<file path="config.mk">
export PLATFORM = sky130hd
export DESIGN_NAME = alu_sequencer_flat
export DESIGN_NICKNAME = d
export VERILOG_FILES = /design/src/rtl/alu_seq_pkg.sv /design/src/rtl/alu_sequencer_if.sv /design/src/rtl/alu_seq_regfile.sv /design/src/rtl/alu_sequencer.sv /design/src/flat_wrapper.sv
export SDC_FILE = /design/constraint.sdc
export NUM_CORES = 1
export LEC_CHECK = 0
export ABC_AREA = 1
export CELL_PAD_IN_SITES_DETAIL_PLACEMENT = 1
export CELL_PAD_IN_SITES_GLOBAL_PLACEMENT = 2
export CORE_MARGIN = 2
export CORE_UTILIZATION = 26
export CTS_CLUSTER_SIZE = 14
export DETAILED_ROUTE_END_ITERATION = 8
export PLACE_DENSITY = 0.82
export SLEW_MARGIN = 40
export SYNTH_ARGS = -nofsm -noshare
export SYNTH_HDL_FRONTEND = slang
export SYNTH_SLANG_ARGS = --single-unit
</file>
<file path="constraint.sdc">
create_clock -name clk -period 1.35 [get_ports clk]
set_input_delay 0.135 -clock clk [delete_from_list [all_inputs] [get_ports clk]]
set_output_delay 0.135 -clock clk [all_outputs]
set_load 0.02 [all_outputs]
</file>
<file path="src/rtl/alu_seq_pkg.sv">
// alu_seq_pkg: shared definitions for the ALU sequencer slice.
//   - datapath/opcode widths and register-file geometry
//   - ALU opcode constants
//   - sequencer state enum
//   - instruction field positions and a decode helper
package alu_seq_pkg;

    localparam int NUM_REGS  = 4;
    localparam int DATA_W    = 4;
    localparam int OP_W      = 3;
    localparam int INSTR_W   = 8;
    localparam int REG_IDX_W = 2;

    localparam logic [OP_W-1:0] OP_FWD  = 3'd0;
    localparam logic [OP_W-1:0] OP_ADD  = 3'd1;
    localparam logic [OP_W-1:0] OP_SUB  = 3'd2;
    localparam logic [OP_W-1:0] OP_NOT  = 3'd3;
    localparam logic [OP_W-1:0] OP_OR   = 3'd4;
    localparam logic [OP_W-1:0] OP_AND  = 3'd5;
    localparam logic [OP_W-1:0] OP_XOR  = 3'd6;
    localparam logic [OP_W-1:0] OP_SHL2 = 3'd7;

    // Instruction layout: [7:5] opcode, [4:3] rd, [2:1] rs, [0] reserved
    localparam int OP_MSB = 7;
    localparam int OP_LSB = 5;
    localparam int RD_MSB = 4;
    localparam int RD_LSB = 3;
    localparam int RS_MSB = 2;
    localparam int RS_LSB = 1;

    typedef enum logic [1:0] {
        IDLE    = 2'd0,
        ISSUE   = 2'd1,
        CAPTURE = 2'd2
    } state_t;

    typedef struct packed {
        logic [OP_W-1:0]      op;
        logic [REG_IDX_W-1:0] rd;
        logic [REG_IDX_W-1:0] rs;
    } dec_t;

    // The reserved bit is deliberately dropped here.
    function automatic dec_t decode(input logic [INSTR_W-1:0] ins);
        dec_t d;
        d.op = ins[OP_MSB:OP_LSB];
        d.rd = ins[RD_MSB:RD_LSB];
        d.rs = ins[RS_MSB:RS_LSB];
        return d;
    endfunction

endpackage

</file>
<file path="src/rtl/alu_sequencer_if.sv">
// alu_sequencer_if: instruction handshake plus the ALU issue/result bus.
//   instr_valid/instr/instr_ready : fetch -> sequencer handshake
//   alu_en/alu_opcode/alu_in_1/2  : sequencer -> ALU
//   alu_result                    : ALU -> sequencer (registered in the ALU)
// Modports: slave = the sequencer, master = the fetch/ALU environment.
interface alu_sequencer_if;
    import alu_seq_pkg::*;

    logic                 instr_valid;
    logic [INSTR_W-1:0]   instr;
    logic                 instr_ready;
    logic                 alu_en;
    logic [OP_W-1:0]      alu_opcode;
    logic [DATA_W-1:0]    alu_in_1;
    logic [DATA_W-1:0]    alu_in_2;
    logic [DATA_W-1:0]    alu_result;

    modport slave (
        input  instr_valid, instr, alu_result,
        output instr_ready, alu_en, alu_opcode, alu_in_1, alu_in_2
    );

    modport master (
        output instr_valid, instr, alu_result,
        input  instr_ready, alu_en, alu_opcode, alu_in_1, alu_in_2
    );

endinterface

</file>
<file path="src/rtl/alu_seq_regfile.sv">
// alu_seq_regfile: 4 x 4-bit register file for the ALU sequencer.
//   clk, rst_n          : clock, async active-low reset (clears all entries)
//   ra_sel/ra_data      : combinational read port A (in_1 operand)
//   rb_sel/rb_data      : combinational read port B (in_2 operand)
//   dbg_sel/dbg_data    : combinational debug read port
//   wb_en/wb_sel/wb_data: ALU write-back port (wins on index collision)
//   ld_en/ld_sel/ld_data: direct load port
module alu_seq_regfile
    import alu_seq_pkg::*;
(
    input  logic                 clk,
    input  logic                 rst_n,
    input  logic [REG_IDX_W-1:0] ra_sel,
    output logic [DATA_W-1:0]    ra_data,
    input  logic [REG_IDX_W-1:0] rb_sel,
    output logic [DATA_W-1:0]    rb_data,
    input  logic [REG_IDX_W-1:0] dbg_sel,
    output logic [DATA_W-1:0]    dbg_data,
    input  logic                 wb_en,
    input  logic [REG_IDX_W-1:0] wb_sel,
    input  logic [DATA_W-1:0]    wb_data,
    input  logic                 ld_en,
    input  logic [REG_IDX_W-1:0] ld_sel,
    input  logic [DATA_W-1:0]    ld_data
);

    logic [DATA_W-1:0] regs [NUM_REGS];

    always_ff @(posedge clk or negedge rst_n) begin
        if (!rst_n) begin
            for (int i = 0; i < NUM_REGS; i++) begin
                regs[i] <= '0;
            end
        end else begin
            // Per-entry select so a load to a different index still lands
            // in the same cycle as a write-back.
            for (int i = 0; i < NUM_REGS; i++) begin
                if (wb_en && (wb_sel == REG_IDX_W'(i))) begin
                    regs[i] <= wb_data;
                end else if (ld_en && (ld_sel == REG_IDX_W'(i))) begin
                    regs[i] <= ld_data;
                end
            end
        end
    end

    assign ra_data  = regs[ra_sel];
    assign rb_data  = regs[rb_sel];
    assign dbg_data = regs[dbg_sel];

endmodule

</file>
<file path="src/rtl/alu_sequencer.sv">
// alu_sequencer: issuing end of the ALU interface.
// Accepts an 8-bit instruction, reads rd/rs from the register file, drives
// the ALU for one cycle, then writes the ALU's registered result back to rd.
//   clk, rst_n            : clock, async active-low reset
//   bus (slave)           : instruction handshake and ALU bus
//   load_valid/sel/data   : direct register-file write (any state)
//   done                  : one-cycle pulse after each write-back
//   dbg_sel/dbg_data      : combinational register read-out
//   zero                  : (ALU_SEQ_ZERO_FLAG_EN only) last result == 0
// Optional feature macro: ALU_SEQ_ZERO_FLAG_EN
module alu_sequencer
    import alu_seq_pkg::*;
(
    input  logic                 clk,
    input  logic                 rst_n,
    alu_sequencer_if.slave       bus,
    input  logic                 load_valid,
    input  logic [REG_IDX_W-1:0] load_sel,
    input  logic [DATA_W-1:0]    load_data,
    output logic                 done,
    input  logic [REG_IDX_W-1:0] dbg_sel,
    output logic [DATA_W-1:0]    dbg_data
`ifdef ALU_SEQ_ZERO_FLAG_EN
    ,
    output logic                 zero
`endif
);

    state_t            state, state_nxt;
    dec_t              dec_p0;
    logic              accept;
    logic              wb_en;
    logic [DATA_W-1:0] rd_data, rs_data;

    alu_seq_regfile u_regfile (
        .clk      (clk),
        .rst_n    (rst_n),
        .ra_sel   (dec_p0.rd),
        .ra_data  (rd_data),
        .rb_sel   (dec_p0.rs),
        .rb_data  (rs_data),
        .dbg_sel  (dbg_sel),
        .dbg_data (dbg_data),
        .wb_en    (wb_en),
        .wb_sel   (dec_p0.rd),
        .wb_data  (bus.alu_result),
        .ld_en    (load_valid),
        .ld_sel   (load_sel),
        .ld_data  (load_data)
    );

    always_comb begin
        state_nxt       = state;
        accept          = 1'b0;
        wb_en           = 1'b0;
        bus.instr_ready = 1'b0;
        bus.alu_en      = 1'b0;
        bus.alu_opcode  = '0;
        bus.alu_in_1    = '0;
        bus.alu_in_2    = '0;
        case (state)
            IDLE: begin
                bus.instr_ready = 1'b1;
                if (bus.instr_valid) begin
                    accept    = 1'b1;
                    state_nxt = ISSUE;
                end
            end
            // Operands come straight from the register file, so a load
            // landing at the end of this cycle is not seen by the ALU.
            ISSUE: begin
                bus.alu_en     = 1'b1;
                bus.alu_opcode = dec_p0.op;
                bus.alu_in_1   = rd_data;
                bus.alu_in_2   = rs_data;
                state_nxt      = CAPTURE;
            end
            // ALU result was registered at the end of ISSUE.
            CAPTURE: begin
                wb_en     = 1'b1;
                state_nxt = IDLE;
            end
            default: state_nxt = IDLE;
        endcase
    end

    always_ff @(posedge clk or negedge rst_n) begin
        if (!rst_n) begin
            state  <= IDLE;
            dec_p0 <= '0;
            done   <= 1'b0;
`ifdef ALU_SEQ_ZERO_FLAG_EN
            zero   <= 1'b0;
`endif
        end else begin
            state <= state_nxt;
            if (accept) begin
                dec_p0 <= decode(bus.instr);
            end
            done <= wb_en;
`ifdef ALU_SEQ_ZERO_FLAG_EN
            if (wb_en) begin
                zero <= (bus.alu_result == '0);
            end
`endif
        end
    end

endmodule

</file>
<file path="src/flat_wrapper.sv">
// flat-port wrapper written by rule: the top's interface ports become plain ports
module alu_sequencer_flat import alu_seq_pkg::*;
  (clk, rst_n, load_valid, load_sel, load_data, done, dbg_sel, dbg_data, bus_instr_valid, bus_instr, bus_alu_result, bus_instr_ready, bus_alu_en, bus_alu_opcode, bus_alu_in_1, bus_alu_in_2);
  alu_sequencer_if bus_i ();
  input  logic clk;
  input  logic rst_n;
  input  logic load_valid;
  input  logic [REG_IDX_W-1:0] load_sel;
  input  logic [DATA_W-1:0] load_data;
  output logic done;
  input  logic [REG_IDX_W-1:0] dbg_sel;
  output logic [DATA_W-1:0] dbg_data;
  input wire logic [$bits(bus_i.instr_valid)-1:0] bus_instr_valid;
  input wire logic [$bits(bus_i.instr)-1:0] bus_instr;
  input wire logic [$bits(bus_i.alu_result)-1:0] bus_alu_result;
  output wire logic [$bits(bus_i.instr_ready)-1:0] bus_instr_ready;
  output wire logic [$bits(bus_i.alu_en)-1:0] bus_alu_en;
  output wire logic [$bits(bus_i.alu_opcode)-1:0] bus_alu_opcode;
  output wire logic [$bits(bus_i.alu_in_1)-1:0] bus_alu_in_1;
  output wire logic [$bits(bus_i.alu_in_2)-1:0] bus_alu_in_2;
  assign bus_i.instr_valid = bus_instr_valid;
  assign bus_i.instr = bus_instr;
  assign bus_i.alu_result = bus_alu_result;
  assign bus_instr_ready = bus_i.instr_ready;
  assign bus_alu_en = bus_i.alu_en;
  assign bus_alu_opcode = bus_i.alu_opcode;
  assign bus_alu_in_1 = bus_i.alu_in_1;
  assign bus_alu_in_2 = bus_i.alu_in_2;
  alu_sequencer u_core (.clk(clk), .rst_n(rst_n), .bus(bus_i), .load_valid(load_valid), .load_sel(load_sel), .load_data(load_data), .done(done), .dbg_sel(dbg_sel), .dbg_data(dbg_data));
endmodule
</file>
======== Word-level counts from Yosys, hierarchy flattened ========
Cells that the tools add are included.
word-level totals
  register bits ........................... 26
  input bits .............................. 24
  output and inout port bits .............. 18
  word-level logic and storage cells ...... 66
cells by class
  magnitude comparators ................... 3
  equal/unequal tests ..................... 9
  muxes and demuxes ....................... 27
  bitwise gates (word level) .............. 3
  reduce and logical (&&, ||, !) cells .... 15
operators by type and width
  kind                count
  $mux 4              16
  $bmux 4 s2          3
  $eq 2x2->1 const B  5
  $ge 3x3->1 const B  3
  $not 2->3           3
  $logic_and 1x1->1   8
  $reduce_bool 2->1   4
  $eq 2x1->1 const B  3
  $logic_not 2->1     3
  $mux 1              5
  $pmux 2 s2          1
  $mux 3              1
  $mux 2              1
  $ne 2x2->1 const B  1

======== Logic depth before layout (Yosys ltp) ========
Gate-level depths: netlist of run 1.
  depth in word-level cells ............... 5
  depth in mapped cells ................... 7
  gate-level depth less buffers ........... 7

======== Hierarchy ========
A second synthesis of run 1 with hierarchy kept.
second synthesis, totals
  cell total of the unflattened synthesis .. 264
  area, all modules ....................... 1764.2 µm²
modules (own cells, without submodules)
  module           instances  cells an instance  area an instance (µm²)  sequential area each (µm²)
  alu_seq_regfile  1          201                1280.0                  400.4
  alu_sequencer    1          63                 484.2                   250.2

======== Least setup slack after synthesis of run 1 ========
No wires, ideal clock.
  path kind ............................... register -> output
  start point ............................. reg u_core.state[0]
  end point ............................... out bus_alu_in_1[0]
  arrival time ............................ 1.273 ns
  required time ........................... 1.215 ns
  slack ................................... -0.058 ns
  cell stages (with the launch flop) ...... 6
  buffers on the path ..................... 1
  path through ............................ dfrtp_1 inv_2 nor2_2 inv_2 buf_6 nor2_1
between the ends
  longest elaborated chain between the ends .. 2
RTL lines
  item                    RTL line             text
  start, declared         alu_sequencer.sv:29  state_t state, state_nxt;
  start signal, assigned  alu_sequencer.sv:96  state <= state_nxt;
  $eq 2x1->1              alu_sequencer.sv:61  case (state)
  $mux 4                  alu_sequencer.sv:61
  end, declared           flat_wrapper.sv:19   output wire logic [$bits(bus_i.alu_in_1)-1:0] bus_alu_in_1;
No other way between the ends.

======== Worst setup path after layout of run 1 ========
  start point ............................. reg u_core.dec_p0[2] (netlist bit)
  end point ............................... out bus_alu_in_1[2]
between the ends
  longest elaborated chain between the ends .. 5
RTL lines
  item                                        RTL line               text
  start, declared                             alu_sequencer.sv:30    dec_t dec_p0;
  start signal, assigned                      alu_sequencer.sv:98    dec_p0 <= decode(bus.instr);
  $not 2->3 (implied by the code)             alu_seq_regfile.sv:47  assign ra_data = regs[ra_sel];
  $bmux 4 s2                                  alu_seq_regfile.sv:47
  $mux 4 (implied by the code) (2 in series)  alu_seq_regfile.sv:47
  $mux 4                                      alu_sequencer.sv:61
No other way between the ends. The select of a mux whose other input is x is not followed.

==> flow_summary.ini, run 1 <==
[sta]
fin_ws_ns = -0.223
worst_slew_pin_slew_ns = 0.375
grt_setup_unrepaired = true
maxClockFrequency_mhz = 636
skew_ns = 0.00736
finalHoldViolations = 0
relSlewSlack_pct = 75.0
maxSlewViolCount = 0
min_period_ns = 1.57
fin_hold_ws_ns = 0.222
timing.final.crit_share_pct = 117
setup_viol_count_final = 16

[global_routing]
grt_max_degree = 27
grt_usage_pct = 17.6
grt_pass1_wl_um = 9990
antenna_found_initial = 0
grt_pass1_vias = 1944
gr-total-overflow = 0

[worst_setup_path]
cp-start-kind = register
critPathKind = register to output pin
end_kind = output pin
path_max_fanout = 5
timing.rr.start = u_core.state[0]
cp.arrival_ns = 1.44
reg2regPathDepth = 8
worstPathRequired_ns = 1.22
critPathLaunch = u_core.dec_p0[2]
r2r_setup_slack_ns = -0.03
worstSetupEndpoint = bus_alu_in_1[2]
r2r_end = u_core.u_regfile.regs[11]

[outcome]
violations = setup timing
status = finished with violations

[place]
dpl_worst_slack_ns = -0.441
place.detailed.hpwl_um = 4490
io_buffer_count = 40
gp_congestion = 0.805

[yosys]
syn_inst = 252
synth_area_leaders = dfrtp_1 38%, nand2_1 17%, nand3_1 14%
synth-async-reset-ratio_pct = 100
synth_flop_cell = dfrtp_1
synth_enable_flop_cells = 0
synth.cell_area_mm2 = 0.00171
synth_commonest_cells = 76 x nand2_1, 48 x nand3_1, 26 x dfrtp_1, 22 x nor2_1, 21 x inv_1
yosysMostFrequentCell = nand2_1
avgSynthCellArea_um2 = 6.78
synth_top_cell_area_share_pct = 38.1
yosysTopAreaCell = dfrtp_1
syn-num-nets = 276
synth.distinct_cells = 22
yosys_warnings = 0
ys_ff_latch = 26
yosysSeqAreaShare_pct = 38.1

[power_and_ir_drop]
clkPwrFrac_pct = 13.8
p_seq_share_pct = 32.0
p_sw_share_pct = 42.1
ir_worst_vdd_mv = 0.607
combPwrFrac_pct = 54.3
p_leak_uw = 0.00140
p_per_area_mw_per_mm2 = 1380
p_switching_uw = 1640
p_int_uw = 2260

[cells_and_area]
num_antenna_cells = 0
drive_gt1_share_pct = 39.0
fin_nets = 366
area_growth_pct = 64.9
final_util_pct = 44.4

[floorplanning]
die_x_um = 85.1
die_area_mm2 = 0.00724
chipHeight_um = 85.1
rows = 29
ios = 42
initial_core_util_pct = 26.9
core_mm2 = 0.00635

[route]
detail-route-antenna-nets = 0
drtIter0Drc = 113
vias = 2024
wl_per_cell_um = 16.0
firstDrtPassIters = 4
routed_wl_um = 6700
viasPerCell = 4.84
drc = 0

[clock_network]
clockRootBuffer = clkbuf_8
clock-sinks = 26
h-tree-depth = 1
hold_buffers = 0
clock_latency_ns = 0.28
cts_inserted_buffers = 3
cts_buffer_depth = 2
clk_pin_slew_ns = 0.10
cts_tree = built

[run]
max_cap_viol_count = 0

[worst_hold_path]
hold_path.class = primary input to asynchronous set/reset pin
[worst min-delay path by stage]
stage	start	endpoint	slack, ns
after floorplan	rst_n	u_core.dec_p0[0]	-0.16
after global placement	u_core.u_regfile.regs[9]	u_core.u_regfile.regs[9]	0.50
after detailed placement	u_core.u_regfile.regs[9]	u_core.u_regfile.regs[9]	0.52
after CTS	rst_n	u_core.dec_p0[6]	0.24
after global routing	rst_n	u_core.state[1]	0.23
final	rst_n	u_core.dec_p0[6]	0.22
[stage by stage]
| stage | total power [µW] | cells | setup TNS [ns] | instance area (µm²) |
|---|---|---|---|---|
| 6_report | 3900 | 418 | -1.35 | 2820 |
| 5_1_grt | 4140 | 418 | -2.83 | 2820 |
| 4_1_cts | 3580 | 406 | -1.09 | 2520 |
| 3_5_place_dp | 2840 | 390 | -5.41 | 2370 |
| 3_3_place_gp | 2800 | 390 | -5.07 | 2370 |
| 2_1_floorplan | 2020 | 252 | -0.363 | 1710 |
[power by group through the flow]
stage | Sequential, µW | Clock, µW | Combinational, µW
2_1_floorplan | 1150 | 0 | 870
3_3_place_gp | 1260 | 0 | 1550
3_5_place_dp | 1260 | 0 | 1580
4_1_cts | 1220 | 532 | 1820
5_1_grt | 1270 | 572 | 2300
6_report | 1250 | 536 | 2110
[layer usage]
layer	up-vias	global-route usage (%)	part of all wire, %
met5	-	0	0
met1	987	25.1	47
met2	37	28.8	49
met3	5	1.95	3.4
li1	995	-	-
met4	0	3.90	0.82
[flip-flops by register name, indices dropped and copies added (netlist names)]
signal	count
u_core.dec_p0	7
u_core.done	1
u_core.state	2
u_core.u_regfile.regs	16
[critical path, cell delays in order (launching register included)]
cell and delay [ns]:
dfrtp_2 0.50, nor2_4 0.20, nand2_1 0.09, nand2_1 0.07
nor2_1 0.04, nor2_1 0.10, buf_4 0.16
[cells by family after synthesis]
family,Yosys count,share of synthesized area [%]
AOI/OAI and AO/OA,30,10.3
buffers and inverters,39,10.0
and+or+nand+nor,157,41.6
DFF,26,38.1
[placed cells by master, fill, tap and decap left out, types with 4 or more instances in the layout]
cell type,netlist,final
a21oi_2,3,5
buf_4,0,50
buf_6,2,12
clkbuf_8,0,4
clkdlybuf4s50_1,0,20
dfrtp_1,26,22
dfrtp_2,0,4
inv_1,21,14
inv_2,9,9
inv_4,0,7
nand2_1,76,66
nand2_2,2,10
nand2_4,4,4
nand2_8,0,4
nand3_1,48,40
nand3_2,0,8
nor2_1,22,19
nor2_4,0,5
o211ai_1,6,6
o21ai_1,6,14
[what timing repair did]
item | CTS | global route
endpoints found under the setup margin | 18 | 34
cloned | 0 | 5
pin swaps | 5 | 7
setup buffers | 12 | 7
resized for setup | 108 | 61
[final cells by class]
class	count	area (µm²)
repair inverters	2	12.5
repair buffers	88	786
inverters	32	149
flip-flops and latches	26	656
multi-input cells	189	1060
well taps	77	96.3
fillers	786	3530
clock buffers	4	55.1
(Power assumes the default switching activity.)
==> run 2: changes to the inputs <==
PLACE_DENSITY = 0.81   (was 0.82)
SYNTH_HIERARCHICAL = 1   (was default)
==> run 2 against run 1 <==
Effect of this change: the flow still finishes with violations (setup timing); cell area increased by 14%; global-route usage increased by 0.25 points; synthesized cell count is 4.8% higher; setup slack lost 0.086 ns; synthesized area rose by 3.2%; sequential cell count stayed put; cell count rose by 6.2%; sequential share of layout area shrank 2.9 points; fmax fell by 5.2%; largest power group unchanged.
==> flow_summary.ini, run 2 <==
[outcome]
status = finished with violations
violations = setup timing

[worst_setup_path]
path_max_fanout = 8
reg2regPathDepth = 7
cp-start-kind = register
end_kind = output pin
r2r_setup_slack_ns = -0.20
cp.arrival_ns = 1.52
worstPathRequired_ns = 1.22
r2r_end = u_core/u_regfile/regs[1]
timing.rr.start = u_core/dec_p0[2]
critPathKind = register to output pin

[global_routing]
grt_pass1_wl_um = 10600
grt_pass1_vias = 2178
gr-total-overflow = 0
grt_max_degree = 27
antenna_found_initial = 0
grt_usage_pct = 17.9

[sta]
worst_slew_pin_slew_ns = 0.370
timing.final.crit_share_pct = 123
maxClockFrequency_mhz = 602
relSlewSlack_pct = 75.2
skew_ns = 0.00328
min_period_ns = 1.66
fin_ws_ns = -0.310
finalHoldViolations = 0
fin_hold_ws_ns = 0.219
maxSlewViolCount = 0
setup_viol_count_final = 28
grt_setup_unrepaired = true

[floorplanning]
ios = 42
core_mm2 = 0.00668
initial_core_util_pct = 26.4
die_area_mm2 = 0.00746
chipHeight_um = 86.4
rows = 30
die_x_um = 86.4

[run]
max_cap_viol_count = 0

[cells_and_area]
largest_register_ff_count = 16
fin_nets = 389
postLayoutCellArea_mm2 = 0.00322
area_growth_pct = 82.6
layout_common_cells = 67 x nand2_1, 52 x buf_4, 39 x nand3_2, 22 x clkdlybuf4s50_1, 22 x dfrtp_1
fill_cells = 805
drive_gt1_share_pct = 50.5
reg_top3 = u_core/u_regfile/regs: 16 flops, u_core/dec_p0: 7 flops, u_core/state: 2 flops
layout_commonest_cell = nand2_1
regMostFlops = u_core/u_regfile/regs
final_util_pct = 48.2
num_antenna_cells = 0

[route]
firstDrtPassIters = 4
detail-route-antenna-nets = 0
drtIter0Drc = 95
drc = 0
routed_wl_um = 7530
viasPerCell = 5.00
wl_per_cell_um = 17.0
vias = 2222

[yosys]
yosysMostFrequentCell = nand2_1
avgSynthCellArea_um2 = 6.68
synth.distinct_cells = 14
syn-num-nets = 288
synth_flop_cell = dfrtp_1
yosysSeqAreaShare_pct = 36.9
synth_enable_flop_cells = 0
yosys_warnings = 6
synth.cell_area_mm2 = 0.00176
syn_inst = 264
synth-async-reset-ratio_pct = 100
synth_area_leaders = dfrtp_1 37%, nand2_1 17%, nand3_1 17%
synth_top_cell_area_share_pct = 36.9
ys_ff_latch = 26
synth_commonest_cells = 79 x nand2_1, 59 x nand3_1, 34 x inv_1, 26 x dfrtp_1, 24 x o21ai_0
yosysTopAreaCell = dfrtp_1

[place]
io_buffer_count = 40
dpl_worst_slack_ns = -0.471
place.detailed.hpwl_um = 4670
placed_area_mm2 = 0.00249
gp_congestion = 0.836

[clock_network]
clockRootBuffer = clkbuf_8
h-tree-depth = 1
cts_inserted_buffers = 3
clock-sinks = 26
clk_pin_slew_ns = 0.10
cts_tree = built
hold_buffers = 0
clock_latency_ns = 0.28
cts_buffer_depth = 2

[power_and_ir_drop]
ir_worst_vdd_mv = 0.572
finalPower_uw = 4770
p_per_area_mw_per_mm2 = 1480
p_leak_uw = 0.00162

[worst_hold_path]
hold_path.class = primary input to asynchronous set/reset pin
==> run 2: cell count changes in the layout (fill, tap and decap cells not counted), moves of 9 or more <==
cell and change:
buf_6 +9, nand3_1 -20, nand3_2 +31, nand4_1 +12, o21ai_1 -10, o21ai_2 +18
==> run 2: cells by family (layout without fill, tap and decap cells) <==
family / after synthesis / in the layout / share of synthesized area, %
buffers and inverters: 43 / 141 / 11.8
and+or+nand+nor: 171 / 173 / 44.5
AOI/OAI and AO/OA: 24 / 24 / 6.81
DFF: 26 / 26 / 36.9
==> run 2: layout make-up <==
class	count	area [µm²]	share of cell area, %
Inverter	34	144	4.47
Sequential cell	26	656	20.4
Tap cell	80	100	3.11
Multi-Input combinational cell	197	1300	40.3
Clock inverter	1	30.0	0.932
Timing Repair Buffer	103	951	29.5
Clock buffer	3	41.3	1.28
==> run 2: worst max path at each step <==
stage,from,to,slack (ns),depth (start not counted)
after detailed placement,dbg_sel[0],dbg_data[1],-0.47,7
after floorplan,u_core/dec_p0[2],bus_alu_in_1[0],0.005,6
after CTS,u_core/dec_p0[2],bus_alu_in_1[0],-0.19,7
after global placement,dbg_sel[0],dbg_data[1],-0.48,7
final,u_core/dec_p0[0],bus_alu_in_2[0],-0.31,8
after global routing,u_core/dec_p0[0],bus_alu_in_2[0],-0.38,8
==> run 2: stage by stage <==
step           setup TNS (ns)  instances
4_1_cts                 -1.81        429
3_5_place_dp            -6.85        416
2_1_floorplan               0        264
5_1_grt                 -5.37        444
6_report                -3.21        444
3_3_place_gp            -6.46        416
==> run 2: timing repair <==
| action | 4_1_cts | 5_1_grt |
|---|---|---|
| buffers inserted | 9 | 12 |
| pin swaps | 12 | 59 |
| setup endpoints to repair | 34 | 31 |
| gates cloned | 0 | 3 |
| gates resized for setup | 156 | 89 |
==> run 2: worst max-delay path, stage by stage, from the launching register on <==
cell and delay (ns):
dfrtp_2 0.45, buf_6 0.16, nand2_1 0.05, o21ai_1 0.11
nand2_1 0.10, nand2_1 0.09, inv_1 0.04, nor2_1 0.09
buf_4 0.15
==> run 2: power breakdown <==
part	internal, µW	leakage, µW	switching (µW)
Sequential	995	0.000320	246
Combinational	1410	0.00126	1440
Clock	397	0.0000357	277
==> run 2: metal layers <==
layer | vias to the layer above | wire length, µm | track usage [%]
met1 | 1088 | 3320 | 24.8
li1 | 1072 | - | -
met5 | - | 0 | 0
met2 | 52 | 3850 | 29.2
met3 | 10 | 222 | 2.10
met4 | 0 | 140 | 5.11
==> run 3: changes to the inputs <==
ABC_CLOCK_PERIOD_IN_PS = 1350   (was default)
SETUP_SLACK_MARGIN = 0.5   (was default)
==> run 3 against run 2 <==
Effect of this change: the flow still finishes with violations (setup timing); clock-buffer cell count increased by 1; fmax rose by 11%; clock power down 29%; first-iteration DRC count fell by 26%; die area is the same.
==> flow_summary.ini, run 3 (synthesis results as in run 2) <==
[cells_and_area]
largest_register_ff_count = 16
finalNonFillerCells = 442
fin_nets = 387
num_antenna_cells = 0
reg_top3 = u_core/u_regfile/regs: 16 flops, u_core/dec_p0: 7 flops, u_core/state: 2 flops
area_growth_pct = 93.1
drive_gt1_share_pct = 57.2
layout_common_cells = 59 x nand2_1, 40 x nand3_2, 37 x buf_4, 35 x buf_6, 21 x clkdlybuf4s50_1
fill_cells = 803
layout_commonest_cell = nand2_1
regMostFlops = u_core/u_regfile/regs
multi_input_area_mm2 = 0.00140
regArea_um2 = 658

[floorplanning]
initial_core_util_pct = 26.4
core_mm2 = 0.00668
rows = 30
chipHeight_um = 86.4
ios = 42
die_area_mm2 = 0.00746
die_x_um = 86.4

[worst_setup_path]
path_cells = buf_6 > o21ai_1 > nand2_1 > nand2_1 > inv_2 > nor2_4 > buf_6
critPathMaxStageDelay_ns = 0.43
cp.arrival_ns = 1.35
cpMaxStageDelayCell = dfrtp_2
cp-start-kind = register
path_max_fanout = 8
critPathKind = register to output pin
worstPathRequired_ns = 1.22
end_kind = output pin

[route]
drc = 0
firstDrtPassIters = 4
viasPerCell = 5.02
detail-route-antenna-nets = 0
drtIter0Drc = 70
vias = 2218
wl_per_cell_um = 17.1
routed_wl_um = 7540

[clock_network]
clockRootBuffer = clkbuf_8
clk_pin_slew_ns = 0.10
cts_tree = built
clock-sinks = 26
clock_latency_ns = 0.28
cts_buffer_depth = 2
h-tree-depth = 1
hold_buffers = 0
cts_inserted_buffers = 3

[global_routing]
grt_pass1_vias = 2266
grt_usage_pct = 19.3
gr-total-overflow = 0
grt_max_degree = 27
grt_pass1_wl_um = 11400
antenna_found_initial = 0

[place]
place.detailed.hpwl_um = 4610
dp.cells = 415
dpl_worst_slack_ns = -0.446
gp_congestion = 0.895
io_buffer_count = 40

[outcome]
violations = setup timing
status = finished with violations

[power_and_ir_drop]
p_leak_uw = 0.00162
p_per_area_mw_per_mm2 = 1370
ir_worst_vdd_mv = 0.535

[sta]
skew_ns = 0.00570
fin_hold_ws_ns = 0.226
maxSlewViolCount = 0
finalHoldViolations = 0
maxClockFrequency_mhz = 671
min_period_ns = 1.49
relSlewSlack_pct = 76.0
worst_slew_pin_slew_ns = 0.359
setup_viol_count_final = 26
fin_ws_ns = -0.139
grt_setup_unrepaired = true
timing.final.crit_share_pct = 110

[run]
max_cap_viol_count = 0

[worst_hold_path]
hold_path.class = primary input to asynchronous set/reset pin
[run 3: cell count changes in the layout (fill, tap and decap cells not counted), moves of 2 or more]
cell / change
buf_12: +3
buf_2: -3
buf_4: -15
buf_6: +14
dfrtp_1: -2
dfrtp_2: +2
inv_1: -5
inv_2: +6
inv_4: -2
nand2_1: -8
nand2_2: +6
nor2_1: -10
nor2_4: +11
[run 3: layer usage]
metal	GRT usage, %	share of wire, %	vias to the layer above
met4	6.82	1.8	0
li1	-	-	1067
met5	0	0	-
met3	0.667	3.2	14
met1	24.9	42	1075
met2	34.4	53	62
[run 3: final timing paths]
| check | startpoint | to | slack [ns] | depth (start not counted) |
|---|---|---|---|---|
| max | u_core/dec_p0[2] | bus_alu_in_1[0] | -0.14 | 7 |
| min reg2reg | u_core/dec_p0[6] | u_core/dec_p0[6] | 0.50 | 2 |
| min | rst_n | u_core/u_regfile/regs[15] | 0.23 | 2 |
| min in group clk | bus_instr[7] | u_core/dec_p0[6] | 0.43 | 3 |
| max in group asynchronous | rst_n | u_core/u_regfile/regs[1] | 0.84 | 2 |
| max reg2reg | u_core/state[1] | u_core/u_regfile/regs[9] | -0.06 | 7 |
[run 3: where the power goes]
| group | internal, µW | switching [µW] |
|---|---|---|
| clock network | 212 | 264 |
| logic | 1430 | 1530 |
| registers | 999 | 240 |
[run 3: worst max-delay path: cells and delay by family, from the launching register on]
family                 cells  cell delay, ns
and+or+nand+nor            3            0.20
AOI/OAI and AO/OA          1            0.12
DFF                        1            0.43
buffers and inverters      3            0.32
[run 3: layout make-up]
type / count / area share [%]
flip-flops and latches: 26 / 19.3
multi-input cells: 196 / 41.1
repair buffers: 102 / 31.2
inverters: 34 / 4.15
well taps: 80 / 2.94
clock buffers: 4 / 1.32
[run 3: timing repair]
action	4_1_cts	5_1_grt
resized for setup	170	71
gates cloned	1	3
endpoints found under the setup margin	43	43
pin swaps	31	27
buffers inserted	14	5
[run 3: metrics by stage]
stage	cell area (µm²)	setup TNS [ns]	util [%]	total power, µW
2_1_floorplan	1940	0	-	2360
3_3_place_gp	2660	-5.07	39.9	3270
3_5_place_dp	2660	-5.50	39.9	3310
4_1_cts	3080	-1.10	46.1	4250
5_1_grt	3410	-4.01	51.0	4990
6_report	3410	-1.69	51.0	4680
